<file path="config.mk">
export PLATFORM = sky130hd
export DESIGN_NAME = key_event_scheduler
export DESIGN_NICKNAME = d
export VERILOG_FILES = /design/src/rtl/switch_input_pkg.sv /design/src/rtl/key_event_fifo.sv /design/src/rtl/key_event_scheduler.sv
export SDC_FILE = /design/constraint.sdc
export NUM_CORES = 1
export LEC_CHECK = 0
export ABC_AREA = 0
export BUFFER_PORTS_ARGS = -buffer_cell sky130_fd_sc_hd__clkbuf_2
export CAP_MARGIN = 20
export CORE_ASPECT_RATIO = 0.9
export CORE_MARGIN = 5
export CORE_UTILIZATION = 65
export CTS_CLUSTER_SIZE = 20
export DETAILED_ROUTE_END_ITERATION = 8
export PLACE_DENSITY = 0.9
export SLEW_MARGIN = 15
export SYNTH_ARGS = -nofsm -noshare
export SYNTH_HDL_FRONTEND = slang
export SYNTH_HIERARCHICAL = 1
export SYNTH_SLANG_ARGS = --single-unit
</file>
<file path="constraint.sdc">
create_clock -name clock -period 6.84 [get_ports clock]
set_clock_uncertainty 0.05 [all_clocks]
set_input_delay 1.026 -clock clock [delete_from_list [all_inputs] [get_ports clock]]
set_output_delay 1.026 -clock clock [all_outputs]
set_load 0.03 [all_outputs]
</file>
<file path="src/rtl/switch_input_pkg.sv">
// Shared types for the key event scheduler: event record, key index width and
// scan FSM states.
package switch_input_pkg;

  // Wide enough for the largest supported key bank (16 keys).
  localparam int KEY_IDX_W = 4;

  typedef struct packed {
    logic                 pressed;
    logic [KEY_IDX_W-1:0] key;
  } key_event_t;

  typedef enum logic {
    IDLE = 1'b0,
    SCAN = 1'b1
  } scan_state_t;

endpackage

</file>
<file path="src/rtl/key_event_fifo.sv">
// First-word-fall-through event queue with count-based full/empty and a
// drop indication when a push meets a full queue that is not popping.
module key_event_fifo #(
  parameter int  DEPTH = 8,
  parameter type T     = logic [7:0]
) (
  input  logic clock,
  input  logic reset_n,
  input  logic push,
  input  T     push_data,
  output logic push_drop,
  input  logic pop_ready,
  output logic valid,
  output T     head
);

  localparam int PTR_W = $clog2(DEPTH);

  if (DEPTH < 2 || (DEPTH & (DEPTH - 1)) != 0) begin : g_depth_check
    $error("key_event_fifo: DEPTH must be a power of two >= 2");
  end

  T                 mem [DEPTH];
  logic [PTR_W-1:0] wr_ptr;
  logic [PTR_W-1:0] rd_ptr;
  logic [PTR_W:0]   count;
  logic             full;
  logic             pop;
  logic             do_push;

  assign valid     = (count != '0);
  assign full      = (count == (PTR_W+1)'(DEPTH));
  assign pop       = valid & pop_ready;
  // A full queue still accepts a push when the head leaves in the same cycle.
  assign do_push   = push & (~full | pop);
  assign push_drop = push & full & ~pop;
  assign head      = valid ? mem[rd_ptr] : '0;

  always_ff @(posedge clock) begin
    if (do_push) mem[wr_ptr] <= push_data;
  end

  always_ff @(posedge clock or negedge reset_n) begin
    if (!reset_n) begin
      wr_ptr <= '0;
      rd_ptr <= '0;
      count  <= '0;
    end else begin
      if (do_push) wr_ptr <= wr_ptr + 1'b1;
      if (pop)     rd_ptr <= rd_ptr + 1'b1;
      case ({do_push, pop})
        2'b10:   count <= count + 1'b1;
        2'b01:   count <= count - 1'b1;
        default: count <= count;
      endcase
    end
  end

endmodule

</file>
<file path="src/rtl/key_event_scheduler.sv">
// Time-multiplexed debounce for a bank of front-panel keys: one filter datapath
// visits every key once per sampling period and queues settled edges as events.
module key_event_scheduler
  import switch_input_pkg::*;
#(
  parameter int N_KEYS         = 8,
  parameter int SAMPLE_DIVIDER = 1200,
  parameter int FILTER_COUNT   = 3,
  parameter int EVENT_DEPTH    = 8
) (
  input  logic                      clock,
  input  logic                      reset_n,
  input  logic                      enable,
  input  logic [N_KEYS-1:0]         key_in,
  output logic [N_KEYS-1:0]         key_state,
  output logic                      event_valid,
  input  logic                      event_ready,
  output logic                      event_pressed,
  output logic [$clog2(N_KEYS)-1:0] event_key,
  output logic                      overflow,
  input  logic                      overflow_clear,
  output logic                      scan_active
);

  // Handshake: an event transfers on every clock where event_valid and
  // event_ready are both high; while valid and not ready the head holds steady.

  localparam int IDX_W = $clog2(N_KEYS);
  localparam int CNT_W = $clog2(FILTER_COUNT + 1);
  localparam int TMR_W = $clog2(SAMPLE_DIVIDER);

  if (SAMPLE_DIVIDER < N_KEYS + 2) begin : g_div_check
    $error("key_event_scheduler: SAMPLE_DIVIDER must be at least N_KEYS+2");
  end
  if (N_KEYS < 2 || N_KEYS > 16 || FILTER_COUNT < 1 || FILTER_COUNT > 15) begin : g_range_check
    $error("key_event_scheduler: N_KEYS or FILTER_COUNT out of range");
  end

  logic [N_KEYS-1:0] key_meta;
  logic [N_KEYS-1:0] key_sync;
  logic [TMR_W-1:0]  timer;
  logic              tick;
  scan_state_t       state, state_d;
  logic [IDX_W-1:0]  idx, idx_d;
  logic [CNT_W-1:0]  cnt [N_KEYS];
  logic              cur_sync;
  logic              cur_level;
  logic [CNT_W-1:0]  cur_cnt;
  logic              accept;
  logic              drop;
  key_event_t        push_event;
  key_event_t        head;
  logic              unused_key_bits;

  always_ff @(posedge clock or negedge reset_n) begin
    if (!reset_n) begin
      key_meta <= '0;
      key_sync <= '0;
    end else begin
      key_meta <= key_in;
      key_sync <= key_meta;
    end
  end

  assign tick = enable && (timer == TMR_W'(SAMPLE_DIVIDER - 1));

  always_ff @(posedge clock or negedge reset_n) begin
    if (!reset_n)     timer <= '0;
    else if (!enable) timer <= '0;
    else if (tick)    timer <= '0;
    else              timer <= timer + 1'b1;
  end

  // A pass, once started, always runs to the last key regardless of enable.
  always_comb begin
    state_d = state;
    idx_d   = idx;
    case (state)
      IDLE: if (tick) begin
        state_d = SCAN;
        idx_d   = '0;
      end
      SCAN: if (idx == IDX_W'(N_KEYS - 1)) begin
        state_d = IDLE;
        idx_d   = '0;
      end else begin
        idx_d = idx + 1'b1;
      end
      default: state_d = IDLE;
    endcase
  end

  always_ff @(posedge clock or negedge reset_n) begin
    if (!reset_n) begin
      state <= IDLE;
      idx   <= '0;
    end else begin
      state <= state_d;
      idx   <= idx_d;
    end
  end

  assign scan_active = (state == SCAN);
  assign cur_sync    = key_sync[idx];
  assign cur_level   = key_state[idx];
  assign cur_cnt     = cnt[idx];
  assign accept      = scan_active && (cur_sync != cur_level) &&
                       (cur_cnt == CNT_W'(FILTER_COUNT - 1));

  always_comb begin
    push_event         = '0;
    push_event.pressed = cur_sync;
    push_event.key     = KEY_IDX_W'(idx);
  end

  always_ff @(posedge clock or negedge reset_n) begin
    if (!reset_n) begin
      key_state <= '0;
      for (int i = 0; i < N_KEYS; i++) cnt[i] <= '0;
    end else if (scan_active) begin
      if (cur_sync == cur_level) begin
        cnt[idx] <= '0;
      end else if (accept) begin
        key_state[idx] <= cur_sync;
        cnt[idx]       <= '0;
      end else begin
        cnt[idx] <= cur_cnt + 1'b1;
      end
    end
  end

  key_event_fifo #(
    .DEPTH (EVENT_DEPTH),
    .T     (key_event_t)
  ) u_fifo (
    .clock     (clock),
    .reset_n   (reset_n),
    .push      (accept),
    .push_data (push_event),
    .push_drop (drop),
    .pop_ready (event_ready),
    .valid     (event_valid),
    .head      (head)
  );

  assign event_pressed   = head.pressed;
  assign event_key       = head.key[IDX_W-1:0];
  assign unused_key_bits = ^head.key;

  always_ff @(posedge clock or negedge reset_n) begin
    if (!reset_n)            overflow <= 1'b0;
    else if (overflow_clear) overflow <= 1'b0;
    else if (drop)           overflow <= 1'b1;
  end

endmodule

</file>
==> metrics.md <==
| Metric | Value |
|---|---|
| Min-Delay Path Class | `reg -> reg` |
| Element type at the critical path end | `flop` |
| Routed Wire Length | `8240 um` |
| First-pass GRT wire length | `about 14000 um` |
| Vias per cell | `roughly 6` |
| DIE AREA | `between 8000 and 9000 um2` |
| Slew headroom | `0.290` |
| ANT cells | `0` |
| Slowest Stage Delay on Critical Path | `about 1100 ps` |
| Status | `finished clean` |
| Fill count | `399` |
| Routed len/inst | `about 18 um` |
| Global-route usage over all layers | `0.221` |
| Post-Synthesis Net Count | `363` |
| Highest metal layer with signal wires | `met4` |
| Post-Syn Instances | `341` |
| Syn. warnings | `6` |
| Final Hold Violating Endpoints | `0` |
| Startpoint types | `flop` |
| Final Instance Area | `between 4000 and 5000 um2` |
| Clk slew on worst S/H paths | `roughly 90 ps` |
| DR pass1 iterations | `4` |
| Worst-margin pin slew | `approximately 1100 ps` |
| CTS Buf Count | `9` |
| CTS hold repair buffers | `0` |
| Worst setup path category | `reg -> reg` |
| Power consumption | `a little over 1000 uW` |
| Crit-path max FO | `32` |
| Commonest non-fill, non-tap cell in the layout | `dfrtp_1` |
| Multi-input logic area | `~1700 um2` |
| Die H | `between 80 and 90 um` |
| Iteration-0 DRC Markers | `about 300` |
| Max Cap Viol | `0` |
| WL met1 | `~3500 um` |
| Width of the die | `96.5 um` |
| Total grt overflow | `0` |
| CP Data Arrival Time | `~4500 ps` |
| Wire length on met3 | `roughly 630 um` |
| Global placer's final weighted congestion | `around 0.86` |
| Setup tns final | `0 ps` |
| CP max stage cell | `dfrtp_1` |
| Root Driver | `clkbuf_8` |
| Final nets | `around 400` |
| IO Port Bufs | `27` |
| Final period util | `0.628` |
| Number of global-route vias before repair | `about 2800` |
| Fmax | `about 230 MHz` |
| Proportion of layout cells with a drive suffix above 1 | `0.194` |
| Via count | `2829` |
| # clock sinks | `about 100` |
| Largest delay share family, worst path | `flip-flops` |
| Mean Syn Cell Area | `about 13 um2` |
| Remaining antenna violation count after routing | `0` |
| Worst vdd ir | `0.000183 V` |
| Initial core utilization | `0.668` |
| Worst EP required | `about 7000 ps` |
| Clk_lat worst skew | `about 360 ps` |
| RSZ-0062 raised after global routing | `false` |
| Sequential cell area | `roughly 2600 um2` |
| H-tree levels | `3` |
| Initial antenna violation count | `0` |
| Most frequent cells in the layout | `dfrtp_1, nand2_1, nor2_1, edfxtp_1, clkbuf_2` |
| Lkg Pwr | `0.00196 uW` |
| HPWL Detailed | `5600 um` |
| Min Hold Slack | `approximately 300 ps` |
| Longest Clk Path Bufs | `2` |
| CTS tree | `built` |
| Worst path cell trace | `or2b_1 -> o32ai_1 -> nor3_2 -> xnor2_2 -> nor2_1 -> o21ai_4 -> ha_1 -> nand3b_1 -> a2111oi_0 -> nor3_1 -> xnor2_1` |
| Largest net degree at the start of global routing | `67` |
| Postcts setup bufs | `0` |
| Endpoints failing setup | `0` |
| Met2 wire len | `3930 um` |
| Area growth, synth to finish | `9.63%` |
| # DRC | `0` |
| Netlist Area Pre-Place | `4380 um2` |
| Max Slew Vio Count | `0` |
| Cell row count | `28` |
| Min Tclk post-route | `approximately 4300 ps` |
| Area of placed instances | `4570 um2` |
| Pwr per Cell Area | `215 nW/um2` |
| Worst Path Buf+Inv | `0` |
| Core area | `about 6600 um2` |
| Io pins | `28` |
| CTS resizes | `0` |
state kept, by name (all words and copies together), names as in the netlist:
| signal | count |
|---|---|
| idx | 3 |
| u_fifo/rd_ptr | 3 |
| key_meta | 8 |
| u_fifo/mem | 32 |
| overflow | 1 |
| cnt | 16 |
| u_fifo/wr_ptr | 3 |
| timer | 11 |
| u_fifo/count | 4 |
| key_state | 8 |
| scan_active | 1 |
| key_sync | 8 |
final timing paths:
kind | from | slack (ps) | depth (start not counted) | end
min in group asynchronous | reset_n | 770 | 2 | timer[5]$_DFF_PN0_
max in group asynchronous | reset_n | 5430 | 2 | key_state[5]$_DFFE_PN0P_
max reg2reg | idx[1]$_DFFE_PN0P_ | 2550 | 11 | u_fifo/count[3]$_DFFE_PN0P_
min | key_meta[0]$_DFF_PN0_ | 300 | 0 | key_sync[0]$_DFF_PN0_
min reg2reg | key_meta[0]$_DFF_PN0_ | 300 | 0 | key_sync[0]$_DFF_PN0_
max | idx[1]$_DFFE_PN0P_ | 2550 | 11 | u_fifo/count[3]$_DFFE_PN0P_
area by class of cell:
type                    instances  share of cell area
inverters                      10             0.00782
clock buffers                  13              0.0375
clock inverters                 3             0.00912
flip-flops and latches         98               0.544
multi-input cells             219               0.346
repair buffers                 29              0.0321
well taps                      90              0.0235
worst register-to-register path, cell delays in order (launching register included):
cell	delay, ps
dfrtp_1	1050
or2b_1	380
o32ai_1	290
nor3_2	130
xnor2_2	710
nor2_1	210
o21ai_4	210
ha_1	340
nand3b_1	100
a2111oi_0	380
nor3_1	150
xnor2_1	160
routing by layer:
metal / track usage / vias up
met1: 0.318 / 1395
li1: - / 1290
met4: 0.0790 / 0
met2: 0.328 / 128
met3: 0.0610 / 16
met5: 0 / -
through the flow:
| step | util | worst slack (ps) | std cells |
|---|---|---|---|
| 2_1_floorplan | - | 3470 | 341 |
| 3_3_place_gp | 0.697 | 2780 | 445 |
| 3_5_place_dp | 0.697 | 2630 | 445 |
| 4_1_cts | 0.731 | 2590 | 461 |
| 5_1_grt | 0.733 | 2120 | 462 |
| 6_report | 0.733 | 2550 | 462 |
power breakdown:
| part | leakage (uW) | internal, uW | switching [uW] |
|---|---|---|---|
| Sequential | 0.00114 | 609 | 2.43 |
| Clock | 0.000115 | 212 | 188 |
| Combinational | 0.000711 | 5.37 | 13.5 |
(Power assumes the default switching activity.)
